### config.mk
export PLATFORM = sky130hd
export DESIGN_NAME = button_event_fifo
export DESIGN_NICKNAME = d
export VERILOG_FILES = /design/src/rtl/button_event_fifo.sv
export SDC_FILE = /design/constraint.sdc
export NUM_CORES = 1
export LEC_CHECK = 0
export BUFFER_PORTS_ARGS = -buffer_cell sky130_fd_sc_hd__buf_2
export CORE_UTILIZATION = 30
export DETAILED_ROUTE_END_ITERATION = 10
export GPL_TIMING_DRIVEN = 0
export PLACE_DENSITY = 0.56
export SLEW_MARGIN = 5
export SYNTH_ARGS = -nofsm -noshare
export SYNTH_HDL_FRONTEND = slang
export SYNTH_SLANG_ARGS = --single-unit
### constraint.sdc
create_clock -name clk -period 6.48 [get_ports clk]
set_clock_uncertainty 0.15 [all_clocks]
set_input_delay 0.648 -clock clk [delete_from_list [all_inputs] [get_ports clk]]
set_output_delay 0.648 -clock clk [all_outputs]
set_load 0.005 [all_outputs]
### src/rtl/button_event_fifo.sv
// Turns debounced button levels into press (and optionally release) events queued in a show-ahead FIFO.
// Define BTN_EVT_RELEASE_EN to also queue release events (type bit 0).
module button_event_fifo #(
    parameter int unsigned NUM_BUTTONS = 4,
    parameter int unsigned DEPTH       = 8,
    localparam int unsigned IDX_W      = $clog2(NUM_BUTTONS),
    localparam int unsigned EVT_W      = IDX_W + 1,
    localparam int unsigned CNT_W      = $clog2(DEPTH + 1)
) (
    input  logic                   clk,
    input  logic                   reset,
    input  logic [NUM_BUTTONS-1:0] buttons,
    input  logic                   pop,
    output logic                   evt_valid,
    output logic [EVT_W-1:0]       evt_data,
    output logic [CNT_W-1:0]       evt_count,
    output logic                   overflow,
    input  logic                   clear_ovf
);

    localparam int unsigned PTR_W = $clog2(DEPTH);

    logic [NUM_BUTTONS-1:0] prev_q;
    logic [NUM_BUTTONS-1:0] press_pend_q, press_pend_d;
    logic [PTR_W-1:0]       wr_ptr_q, wr_ptr_d;
    logic [PTR_W-1:0]       rd_ptr_q, rd_ptr_d;
    logic [CNT_W-1:0]       count_q, count_d;
    logic                   ovf_q, ovf_d;
    logic [EVT_W-1:0]       mem_q [DEPTH];

    logic [NUM_BUTTONS-1:0] press_edge;
    logic [NUM_BUTTONS-1:0] press_clr;
    logic [NUM_BUTTONS-1:0] grant_onehot;
    logic                   grant_valid;
    logic                   grant_type;
    logic [IDX_W-1:0]       grant_idx;
    logic                   full;
    logic                   pop_eff;
    logic                   push;
    logic                   ovf_set;

`ifdef BTN_EVT_RELEASE_EN
    logic [NUM_BUTTONS-1:0] rel_pend_q, rel_pend_d;
    logic [NUM_BUTTONS-1:0] rel_edge;
    logic [NUM_BUTTONS-1:0] rel_clr;
`endif

    assign press_edge = buttons & ~prev_q;
`ifdef BTN_EVT_RELEASE_EN
    assign rel_edge   = ~buttons & prev_q;
`endif

    assign full    = (count_q == CNT_W'(DEPTH));
    assign pop_eff = pop && (count_q != '0);

    // Lowest index wins; at one index a pending press beats a pending release.
    always_comb begin
        grant_valid = 1'b0;
        grant_type  = 1'b1;
        grant_idx   = '0;
        for (int unsigned i = 0; i < NUM_BUTTONS; i++) begin
            if (!grant_valid && press_pend_q[i]) begin
                grant_valid = 1'b1;
                grant_type  = 1'b1;
                grant_idx   = IDX_W'(i);
            end
`ifdef BTN_EVT_RELEASE_EN
            else if (!grant_valid && rel_pend_q[i]) begin
                grant_valid = 1'b1;
                grant_type  = 1'b0;
                grant_idx   = IDX_W'(i);
            end
`endif
        end
    end

    assign push         = grant_valid && (!full || pop_eff);
    assign grant_onehot = NUM_BUTTONS'(1) << grant_idx;

    always_comb begin
        press_clr    = (push && grant_type) ? grant_onehot : '0;
        press_pend_d = (press_pend_q & ~press_clr) | press_edge;
        ovf_set      = |(press_edge & press_pend_q & ~press_clr);
`ifdef BTN_EVT_RELEASE_EN
        rel_clr      = (push && !grant_type) ? grant_onehot : '0;
        rel_pend_d   = (rel_pend_q & ~rel_clr) | rel_edge;
        ovf_set      = ovf_set | (|(rel_edge & rel_pend_q & ~rel_clr));
`endif
        ovf_d        = ovf_set ? 1'b1 : (clear_ovf ? 1'b0 : ovf_q);
        wr_ptr_d     = push    ? wr_ptr_q + PTR_W'(1) : wr_ptr_q;
        rd_ptr_d     = pop_eff ? rd_ptr_q + PTR_W'(1) : rd_ptr_q;
        count_d      = count_q + CNT_W'(push) - CNT_W'(pop_eff);
    end

    always_ff @(posedge clk or negedge reset) begin
        if (!reset) begin
            prev_q       <= '0;
            press_pend_q <= '0;
            wr_ptr_q     <= '0;
            rd_ptr_q     <= '0;
            count_q      <= '0;
            ovf_q        <= 1'b0;
        end else begin
            prev_q       <= buttons;
            press_pend_q <= press_pend_d;
            wr_ptr_q     <= wr_ptr_d;
            rd_ptr_q     <= rd_ptr_d;
            count_q      <= count_d;
            ovf_q        <= ovf_d;
        end
    end

`ifdef BTN_EVT_RELEASE_EN
    always_ff @(posedge clk or negedge reset) begin
        if (!reset) begin
            rel_pend_q <= '0;
        end else begin
            rel_pend_q <= rel_pend_d;
        end
    end
`endif

    // Storage needs no reset: evt_data is masked while the FIFO is empty.
    always_ff @(posedge clk) begin
        if (push) begin
            mem_q[wr_ptr_q] <= {grant_type, grant_idx};
        end
    end

    assign evt_valid = (count_q != '0);
    assign evt_data  = evt_valid ? mem_q[rd_ptr_q] : '0;
    assign evt_count = count_q;
    assign overflow  = ovf_q;

endmodule

==> qor.yml <==
run_status:
  run_status: "finished, final reports clean"
setup_path:
  crit_fanout: 5
  crit_start: "rd_ptr_q[0]$_DFFE_PN0P_"
  path_cells: "buf_2 > mux4_2 > mux2i_1 > a21oi_1 > buf_2"
  slowest_stage: "mux4_2"
  crit_type: "flop to primary output"
  required_ns: 5.68
  cp.depth: 5
  path_common_cell: "buf_2"
  rrSetupSlack_ns: 4.04
  max_stage_delay_ns: 0.52
  worst-path-buf-inv: 2
  rr_startpoint: "evt_count[2]$_DFF_PN0_"
  critPathCaptureType: "primary output"
  path_delay_family: "multiplexers"
  arrival_ns: 1.73
  rr_worst_depth: 9
  startpoint_type: "flop"
  rr_endpoint: "evt_count[2]$_DFF_PN0_"
sta:
  setup_viol: 0
  min_period_over_period_pct: 39.0
  slew_headroom_pct: 47.9
  rsz0062_at_grt: "no"
  layout_setup_ws_ns: 3.95
  hold_violations: 0
  maxSlewViolCount: 0
  layout_min_cycle_time_ns: 2.53
  fmax_mhz: 395
  final.setup.tns_ns: 0
  worst_pin_slew_ns: 0.776
clock_network:
  postCtsResizedCells: 0
  clockRootBuffer: "clkbuf_8"
  hold_buffers: 0
  insertion_delay_ns: 0.29
  clk_pin_slew_ns: 0.07
  numClockSinks: 35
  cts_buffer_depth: 2
  cts_buffers: 5
  cts_tree: "done"
  htree_levels: 2
  cts_setup_buffers: 0
drt:
  postRouteWirelength_um: 2730
  viasPerCell: 4.68
  detailroute.via_count: 982
  wl_per_cell_um: 13.0
  drtIter0Drc: 28
  ant_nets: 0
  firstDrtPassIters: 4
  route.detailed.drc: 0
global_route:
  grt_pass1_vias: 1047
  grt_max_degree: 20
  track_usage_pct: 11.7
  overflow: 0
  grt_pass1_wl_um: 4720
  antenna_found_initial: 0
synth:
  synth_compound_area_share_pct: 9.36
  synth_fa_ha_area_share_pct: 6.60
  postSynthAreaPerCell_sq_um: 14.1
  yosys.area_share.simple_pct: 11.2
  yosysWarnings: 0
  yosys.area.top_type_share_pct: 29.4
  synth_nets: 132
  ys_ff_latch: 35
  yosysMostFrequentCell: "dfrtp_1"
  synthXorXnorAreaFrac_pct: 3.22
  syn_inst: 116
  ys.flop_type: "dfrtp_1"
  ys_top_cells_by_count: "dfrtp_1 (19), edfxtp_1 (16), ha_1 (7), inv_1 (7), nand2_1 (6)"
  synth-edff-count: 16
  ys_types: 42
  synth-seq-area-share_pct: 58.6
  synth_top_family_by_area: "simple AND/OR/NAND/NOR gates"
  synthMuxAreaShare_pct: 8.13
  synth.cell_area_sq_mm: 0.00163
  synth.area.top_cells: "edfxtp_1 (29%), dfrtp_1 (29%), mux4_2 (5.5%)"
  synthArstFlopShare_pct: 54.3
  yosysTopAreaCell: "edfxtp_1"
place:
  postPlaceCellArea_sq_mm: 0.00180
  gp_congestion: 0.803
  placed_cells: 202
  io_buffers: 16
  dp_slack_ns: 4.04
  dp_hpwl_um: 2090
floorplan:
  rows: 26
  fp.dieW_um: 75.7
  initial_core_util_pct: 31.5
  ios: 17
  dieArea_sq_mm: 0.00574
  core_sq_mm: 0.00517
  die_y_um: 75.7
layout:
  drive_gt1_share_pct: 26.4
  final_cells: 210
  syn_to_final_growth_pct: 16.9
  design_area_sq_mm: 0.00191
  diodes: 0
  layout.nets: 155
flow_run:
  drv_cap: 0
power_and_ir_drop:
  peakVddDrop_uv: 120
  power_leakage_uw: 0.000778
  p_per_area_mw_per_mm2: 458
  p_total_uw: 873
min_path:
  hold_class: "input port to async pin"
-- cell type report --
type / instances / area, sq um
multi-input combinational: 70 / 628
fill: 513 / 3270
clock buffer: 5 / 68.8
clock inverter: 3 / 38.8
timing repair buffer: 16 / 80.1
inverter: 7 / 26.3
sequential: 35 / 956
buffer: 4 / 21.3
tap: 70 / 87.6
-- cells in the final DEF (no fill, tap or decap), types with 2 or more instances in the layout --
cell type / netlist / routed
nor3b_1: 2 / 2
buf_2: 2 / 18
nor3_1: 3 / 3
mux4_2: 4 / 4
inv_1: 7 / 7
xnor2_1: 2 / 2
nand2b_1: 2 / 2
nor4b_1: 2 / 2
a21o_1: 2 / 2
clkbuf_8: 0 / 5
nand2_1: 6 / 6
dfrtp_1: 19 / 19
a21oi_1: 4 / 4
o21ai_0: 3 / 3
edfxtp_1: 16 / 16
mux2i_1: 2 / 2
mux2_2: 2 / 2
xor2_1: 4 / 4
nor2_1: 3 / 3
ha_1: 7 / 7
nor2b_1: 2 / 2
-- where the power goes --
part           switching, uW  internal, uW
registers               52.2           312
logic                    163           158
clock network           76.0           112
-- how the worst max path moves through the flow --
stage | end | slack [ns]
after global routing | evt_data[0] | 3.83
after CTS | evt_data[0] | 3.91
final | evt_data[0] | 3.95
after detailed placement | evt_count[2]$_DFF_PN0_ | 4.04
after floorplan | evt_count[2]$_DFF_PN0_ | 4.31
after global placement | evt_count[1]$_DFF_PN0_ | 4.11
-- worst reg2reg max path: cells and delay by family, from the launching register on --
family                     cells  cell delay (ns)
adders and majority gates      3             0.87
and+or+nand+nor                3             0.54
DFF                            1             0.38
xor gates and xnor gates       1             0.16
AOI/OAI and AO/OA              1             0.12
buffers and inverters          1             0.11
-- layer usage --
| layer | up-vias | GRT usage, % | wire, um |
|---|---|---|---|
| met5 | - | 0 | 0 |
| met4 | 0 | 6.79 | 73 |
| met3 | 8 | 3.57 | 107 |
| li1 | 473 | - | - |
| met2 | 18 | 20.3 | 1350 |
| met1 | 483 | 12.6 | 1200 |
-- logic make-up after synthesis --
logic type / Yosys count
buf+inv: 11
mux: 8
xor+xnor: 6
compound gates: 20
fa+ha+maj: 8
flops: 35
simple gates: 28
-- sequential cells by signal, summed over array words and instances (netlist names) --
name / count
overflow: 1
prev_q: 4
press_pend_q: 4
wr_ptr_q: 3
rd_ptr_q: 3
evt_count: 4
mem_q: 16
-- per-stage QoR --
step | hold WS, ns | utilization [%]
floorplan | 0.202 | -
global placement | 0.305 | 34.8
detailed placement | 0.317 | 34.8
CTS | 0.148 | 36.9
global route | 0.171 | 36.9
finish | 0.136 | 36.9
(Power assumes the default switching activity.)
